===== config.mk =====
export PLATFORM = sky130hd
export DESIGN_NAME = crc32_stream_engine
export DESIGN_NICKNAME = d
export VERILOG_FILES = /design/src/rtl/crc32_stream_engine.sv
export SDC_FILE = /design/constraint.sdc
export NUM_CORES = 1
export LEC_CHECK = 0
export BUFFER_PORTS_ARGS = -buffer_cell sky130_fd_sc_hd__buf_4
export CELL_PAD_IN_SITES_DETAIL_PLACEMENT = 0
export CELL_PAD_IN_SITES_GLOBAL_PLACEMENT = 1
export CORE_ASPECT_RATIO = 1.5
export CORE_UTILIZATION = 35
export DETAILED_ROUTE_END_ITERATION = 10
export PLACE_DENSITY = 0.7
export SETUP_SLACK_MARGIN = 0.2
export SYNTH_ARGS = -nofsm -noshare
export SYNTH_HDL_FRONTEND = slang
export SYNTH_SLANG_ARGS = --single-unit

===== constraint.sdc =====
create_clock -name clk -period 6.4 [get_ports clk]
set_input_delay 1.28 -clock clk [delete_from_list [all_inputs] [get_ports clk]]
set_output_delay 1.28 -clock clk [all_outputs]
set_load 0.05 [all_outputs]

===== src/rtl/crc32_stream_engine.sv =====
// Streaming Ethernet CRC-32 engine: one-stage register slice that appends the FCS
// (generate mode) or verifies it by residue (check mode) on 1, 2 or 4 byte lanes.
module crc32_stream_engine #(
  parameter int          DW_BYTES = 4,
  parameter logic [31:0] RESIDUE  = 32'hDEBB20E3
) (
  input  logic                    clk,
  input  logic                    rst_n,
  input  logic                    mode,
  input  logic                    abort,
  input  logic                    s_valid,
  output logic                    s_ready,
  input  logic [8*DW_BYTES-1:0]   s_data,
  input  logic [DW_BYTES-1:0]     s_keep,
  input  logic                    s_last,
  output logic                    m_valid,
  input  logic                    m_ready,
  output logic [8*DW_BYTES-1:0]   m_data,
  output logic [DW_BYTES-1:0]     m_keep,
  output logic                    m_last,
  output logic [31:0]             crc_out,
  output logic                    crc_valid,
  output logic                    crc_ok
);
  localparam int          DW_BITS   = 8 * DW_BYTES;
  localparam int          FCS_BEATS = 4 / DW_BYTES;
  localparam logic [1:0]  LAST_IDX  = 2'(FCS_BEATS - 1);
  localparam logic [31:0] POLY      = 32'hEDB88320;

  typedef enum logic {ST_DATA, ST_FCS} state_t;

  state_t             state;
  logic [31:0]        crc_reg;
  logic [1:0]         fcs_idx;
  logic               fcs_sent;
  logic               in_frame;
  logic               mode_reg;
  logic               out_free;
  logic               accept;
  logic               cur_mode;
  logic [31:0]        crc_next;
  logic [31:0]        fcs_word;
  logic [DW_BITS-1:0] fcs_beat;

  // Folds the enabled lanes of one beat into the reflected CRC, lane 0 first.
  function automatic logic [31:0] crc_fold(input logic [31:0] crc,
                                           input logic [DW_BITS-1:0] data,
                                           input logic [DW_BYTES-1:0] keep);
    logic [31:0] c;
    c = crc;
    for (int i = 0; i < DW_BYTES; i++) begin
      if (keep[i]) begin
        c = c ^ {24'd0, data[8*i +: 8]};
        for (int b = 0; b < 8; b++) c = c[0] ? ((c >> 1) ^ POLY) : (c >> 1);
      end
    end
    return c;
  endfunction

  assign out_free = !m_valid || m_ready;
  assign s_ready  = (state == ST_DATA) && out_free;
  assign accept   = s_valid && s_ready;
  assign cur_mode = in_frame ? mode_reg : mode;
  assign crc_next = crc_fold(crc_reg, s_data, s_keep);
  assign fcs_word = ~crc_reg;
  assign fcs_beat = DW_BITS'(fcs_word >> (32'(fcs_idx) * DW_BITS));

  // Stage p0 -> p1: register slice, CRC register and frame FSM
  always_ff @(posedge clk or negedge rst_n) begin
    if (!rst_n) begin
      state     <= ST_DATA;
      crc_reg   <= '1;
      fcs_idx   <= '0;
      fcs_sent  <= 1'b0;
      in_frame  <= 1'b0;
      mode_reg  <= 1'b0;
      m_valid   <= 1'b0;
      m_data    <= '0;
      m_keep    <= '0;
      m_last    <= 1'b0;
      crc_out   <= '0;
      crc_valid <= 1'b0;
      crc_ok    <= 1'b0;
    end else begin
      crc_valid <= 1'b0;
      if (m_ready) m_valid <= 1'b0;
      case (state)
        ST_DATA: begin
          if (accept) begin
            m_valid <= 1'b1;
            m_data  <= s_data;
            m_keep  <= s_keep;
            m_last  <= s_last;
          end
          // An aborted beat is still forwarded but never reaches the CRC.
          if (abort) begin
            crc_reg  <= '1;
            in_frame <= 1'b0;
          end else if (accept) begin
            if (!in_frame) mode_reg <= mode;
            if (s_last) begin
              in_frame <= 1'b0;
              if (cur_mode) begin
                crc_reg   <= '1;
                crc_out   <= ~crc_next;
                crc_ok    <= (crc_next == RESIDUE);
                crc_valid <= 1'b1;
              end else begin
                m_last   <= 1'b0;
                crc_reg  <= crc_next;
                fcs_idx  <= '0;
                fcs_sent <= 1'b0;
                state    <= ST_FCS;
              end
            end else begin
              in_frame <= 1'b1;
              crc_reg  <= crc_next;
            end
          end
        end
        ST_FCS: begin
          if (fcs_sent) begin
            if (m_ready) begin
              state     <= ST_DATA;
              crc_reg   <= '1;
              crc_out   <= fcs_word;
              crc_ok    <= 1'b0;
              crc_valid <= 1'b1;
            end
          end else if (out_free) begin
            m_valid <= 1'b1;
            m_data  <= fcs_beat;
            m_keep  <= '1;
            m_last  <= (fcs_idx == LAST_IDX);
            fcs_idx <= fcs_idx + 2'd1;
            if (fcs_idx == LAST_IDX) fcs_sent <= 1'b1;
          end
        end
        default: state <= ST_DATA;
      endcase
    end
  end
endmodule

==> results.py, run 1 <==
metrics = {
    "place": {
        "place.gp.congestion": 0.9406,
        "pre_cts_slack_ps": -43.90,
        "port_buffers": 115,
        "hpwl_mm": 31.11,
    },
    "synth": {
        "ys_types": 79,
        "synth_nets": 1159,
        "synthCells": 1115,
        "synth_flop_cell": "dfrtp_1",
        "ys_seq_area_share_pct": 25.80,
        "synthArstFlopShare_pct": 100.0,
        "yosysWarningCount": 0,
        "ys_ff_latch": 110,
        "synthesis.area_um2": 10830,
        "avgSynthCellArea_um2": 9.709,
        "synth_edf_count": 0,
    },
    "critical_path": {
        "path_class": "in2reg",
        "crit_arrival_ps": 6380,
        "endpoint_kind": "flop",
        "rrSetupSlack_ps": 710,
        "path_max_fanout": 5,
        "start_kind": "primary input",
        "required_ps": 6690,
        "rr_worst_depth": 17,
        "timing.rr.end": "crc_ok",
        "r2r_start": "crc_reg[3]",
    },
    "die": {
        "core-area_um2": 30350,
        "design.portCount": 116,
        "rows": 78,
        "start_util_pct": 35.67,
        "die_area_um2": 31650,
        "fp.dieW_um": 145.6,
        "die_h_um": 217.4,
    },
    "timing": {
        "max_slew_margin_pct": 23.19,
        "fin_ws_ps": 316.3,
        "hold_viol": 0,
        "min_period_ps": 6084,
        "tightest_slew_ps": 1143,
        "skew_ps": 21.56,
        "drv_slew": 0,
        "fmax_mhz": 164.4,
        "rsz0062_at_grt": "yes",
        "setup_viol": 0,
        "period_share_pct": 95.06,
    },
    "grt": {
        "track_usage_pct": 24.56,
        "globalRouteOverflowTotal": 0,
        "grt_pass1_wl_mm": 56.28,
        "antenna_found_initial": 0,
        "grt_pass1_vias": 8768,
        "grt_max_degree": 68,
    },
    "layout": {
        "layout_common_cells": "buf_4 (218), xnor2_1 (138), nor2_1 (99)",
        "syn2layout_area_growth_pct": 20.62,
        "diodes": 0,
        "final_common_cell": "buf_4",
        "nFillCells": 2954,
        "nets": 1316,
        "fin_util_pct": 43.02,
        "layout-drive-gt1-share_pct": 28.43,
    },
    "hold_path": {
        "hp-start": "m_data[14]",
        "whs_path_depth": 1,
        "hp-class": "reg2reg",
        "hold_end": "m_data[14]",
    },
    "clock_tree": {
        "clk_latency_ps": 390,
        "tritoncts": "built",
        "clk_pin_slew_worst_paths_ps": 80,
        "cts_buffers": 9,
        "clock_path_buffers": 2,
        "root_buffer": "clkbuf_16",
        "clkSinkCount": 110,
        "cts.htree.levels": 3,
    },
    "drt": {
        "wl_mm": 38.50,
        "drt_iter0_drc": 611,
        "vias": 8874,
        "first_pass_iters": 5,
        "antenna_left": 0,
        "via_per_inst": 5.292,
        "remaining_drc_errors": 0,
        "wl_per_cell_um": 22.96,
    },
    "run_status": {
        "outcome": "completed",
    },
    "run": {
        "cap_violations": 0,
    },
}
-- stage by stage --
step	TNS (ps)	std cells	hold WS, ps	area [µm²]
finish	0	1677	496.8	13060
global route	0	1677	515.7	13060
CTS	0	1677	500.8	13010
detailed placement	-48.19	1661	482.2	12690
global placement	-40.51	1661	476.6	12690
floorplan	0	1115	475.0	10830
-- cells by family after synthesis --
kind of cell	after synthesis	synth area share [%]
adders and majority gates	1	0.1156
muxes	91	9.119
AOI/OAI and AO/OA	264	17.07
and+or+nand+nor	248	10.54
xor gates and xnor gates	283	32.94
buffers and inverters	118	4.415
DFF	110	25.80
-- Yosys cell counts (all sizes together), types with 28 or more instances --
cell | number | area (µm²)
mux2 | 28 | 315.3
mux2i | 63 | 671.9
a21oi | 86 | 441.7
nor2 | 100 | 375.4
o21a | 38 | 286.5
xnor3 | 41 | 927.1
inv | 45 | 168.9
o221ai | 34 | 297.8
dfrtp | 78 | 1952
xnor2 | 165 | 1783
o21ai | 37 | 196.4
dfstp | 32 | 840.8
xor2 | 69 | 664.4
nand2 | 58 | 220.2
clkbuf | 49 | 183.9
-- routing by layer --
metal | routed length, µm | vias up | GRT usage [%]
li1 | - | 4237 | -
met1 | 15580 | 4320 | 28.57
met2 | 19460 | 233 | 43.77
met3 | 1233 | 84 | 2.495
met4 | 2233 | 0 | 14.35
met5 | 0 | - | 0
-- area by class of cell --
type | instances | area [µm²] | share of cell area, %
flip-flops and latches | 110 | 2794 | 21.40
repair buffers | 219 | 1657 | 12.69
multi-input cells | 887 | 7615 | 58.32
clock buffers | 10 | 239.0 | 1.830
well taps | 400 | 500.5 | 3.833
clock inverters | 6 | 83.83 | 0.6420
inverters | 45 | 168.9 | 1.294
-- critical path: stages --
cell and delay [ps]:
buf_4 140, xnor2_4 210, xnor3_1 450, or4_1 430
o2111ai_1 140, or2_1 270, xnor3_1 450, o21a_1 240
xnor3_1 390, mux2i_1 160, o211ai_2 350, xor2_1 270
buf_4 220, xnor2_1 80, a21oi_1 500, nand4_1 140
or4b_1 500, o22ai_1 140
-- worst max-delay path by stage --
| stage | from | endpoint | slack [ps] | cells past startpoint |
|---|---|---|---|---|
| 2_1_floorplan | s_data[0] | crc_ok | 270 | 17 |
| 3_3_place_gp | s_data[4] | crc_ok | -40 | 20 |
| 3_5_place_dp | s_data[4] | crc_ok | -40 | 20 |
| 4_1_cts | s_data[7] | crc_ok | 340 | 19 |
| 5_1_grt | s_data[1] | crc_ok | 180 | 18 |
| 6_report | s_data[1] | crc_ok | 320 | 18 |
-- repair_timing --
item / CTS / global route
setup endpoints to repair: 0 / 5
gates resized for setup: 0 / 8
hold buffers: 0 / 0
setup buffers: 0 / 0
Power of run 1 is not shown: default switching activity piles up to over one toggle a cycle in this logic, so the estimate is an artifact.
==> run 2, diff against run 1 <==
- CELL_PAD_IN_SITES_DETAIL_PLACEMENT: 0 -> 1
- CELL_PAD_IN_SITES_GLOBAL_PLACEMENT: 1 -> 2
- PLACE_DENSITY: 0.7 -> 0.81
- SETUP_SLACK_MARGIN: 0.2 -> not set
- SLEW_MARGIN: not set -> 5
==> run 2 against run 1 <==
  * Critical path depth is the same
  * Clock skew shrank 11 ps
  * Core utilization grew 0.17 points
  * Via count grew 2.5%
  * Global-route usage grew 2.1 points
  * First-iteration DRC count shrank 34%
  * Critical path type unchanged
  * Critical endpoint unchanged
  * Largest cell class unchanged
  * Highest routed layer unchanged
==> results.py, run 2 (synthesis results as in run 1) <==
metrics = {
    "layout": {
        "nets": 1329,
        "multi_input_area_um2": 7582,
        "layout_common_cells": "buf_4 (231), xnor2_1 (138), nor2_1 (99)",
        "layout.area.seq_um2": 2794,
        "final_common_cell": "buf_4",
        "layout-drive-gt1-share_pct": 28.84,
        "syn2layout_area_growth_pct": 21.09,
        "layout.cells.non_filler": 1690,
        "stdcell_area_um2": 13110,
        "nFillCells": 3464,
        "diodes": 0,
    },
    "die": {
        "design.portCount": 116,
        "rows": 78,
        "die_h_um": 217.4,
        "fp.dieW_um": 145.6,
        "die_area_um2": 31650,
        "start_util_pct": 35.67,
        "core-area_um2": 30350,
    },
    "critical_path": {
        "critPathLaunch": "s_data[0]",
        "path_max_fanout": 7,
        "crit_arrival_ps": 6420,
        "path_class": "in2reg",
        "endpoint_kind": "flop",
        "r2r_start": "crc_reg[1]",
        "required_ps": 6700,
        "start_kind": "primary input",
    },
    "grt": {
        "track_usage_pct": 26.65,
        "grt_pass1_vias": 9727,
        "antenna_found_initial": 0,
        "grt_max_degree": 70,
        "grt_pass1_wl_mm": 61.61,
        "globalRouteOverflowTotal": 0,
    },
    "timing": {
        "min_period_ps": 6119,
        "hold_viol": 0,
        "rsz0062_at_grt": "no",
        "fmax_mhz": 163.4,
        "setup_viol": 0,
        "tightest_slew_ps": 1128,
        "period_share_pct": 95.60,
        "tns_ps": 0,
        "drv_slew": 0,
        "max_slew_margin_pct": 24.21,
        "skew_ps": 11.05,
    },
    "drt": {
        "via_per_inst": 5.382,
        "vias": 9096,
        "wl_per_cell_um": 24.24,
        "first_pass_iters": 4,
        "drt_iter0_drc": 406,
        "remaining_drc_errors": 0,
        "wl_mm": 40.97,
        "antenna_left": 0,
    },
    "place": {
        "port_buffers": 115,
        "dp.cells": 1674,
        "dpl-instance-area_um2": 12780,
        "hpwl_mm": 33.26,
        "place.gp.congestion": 0.9324,
    },
    "clock_tree": {
        "clkSinkCount": 110,
        "clk_pin_slew_worst_paths_ps": 80,
        "cts.htree.levels": 3,
        "root_buffer": "clkbuf_16",
        "post_cts_buffers": 0,
        "clock_path_buffers": 2,
        "cts_buffers": 9,
        "cts_resized": 0,
        "tritoncts": "built",
        "postCtsHoldBufs": 0,
        "clk_latency_ps": 390,
    },
    "hold_path": {
        "hp-start": "m_data[13]",
        "hp-class": "reg2reg",
    },
    "run_status": {
        "outcome": "completed",
    },
    "run": {
        "cap_violations": 0,
    },
}
-- run 2: area by class of cell --
| cell class | instances | area share (%) |
|---|---|---|
| multi-input cells | 887 | 57.84 |
| flip-flops and latches | 110 | 21.31 |
| repair buffers | 232 | 13.38 |
| well taps | 400 | 3.818 |
| clock buffers | 9 | 1.718 |
| inverters | 45 | 1.289 |
| clock inverters | 7 | 0.6395 |
-- run 2: final timing paths --
check / end / slack [ps] / cells after the start
setup reg to reg: crc_ok / 610 / 19
hold reg to reg: m_data[13] / 500 / 1
setup / recovery: crc_ok / 280 / 18
min in group asynchronous: crc_valid / 990 / 1
max in group asynchronous: m_data[25] / 4230 / 2
hold / removal: m_data[13] / 500 / 1
-- run 2: stage by stage --
step | setup WS, ps | util (%) | hold slack, ps
after CTS | 196.8 | 43.13 | 505.8
after floorplan | 265.8 | - | 475.0
after global placement | -121.1 | 42.11 | 476.5
after global routing | 4.367 | 43.19 | 513.6
final | 281.4 | 43.19 | 500.0
after detailed placement | -201.8 | 42.11 | 480.9
-- run 2: routing by layer --
metal / vias to the layer above / track usage [%] / share of wire, %
met2: 202 / 47.76 / 51
met5: - / 0 / 0
li1: 4256 / - / -
met4: 0 / 16.00 / 5.6
met1: 4551 / 30.75 / 40
met3: 87 / 2.453 / 2.6
-- run 2: critical path, cell delays in order --
cell	delay, ps
buf_4	140
xnor2_2	260
xnor3_2	440
or4_1	430
o2111ai_1	200
or2_1	310
xnor2_2	170
mux2i_1	160
o311a_1	380
or4_4	440
a31oi_4	300
xnor2_4	240
xor2_4	230
xnor3_1	420
mux2i_1	220
nand4b_1	140
or4b_1	550
o22ai_1	120
Power of run 2 is left out for the same reason.
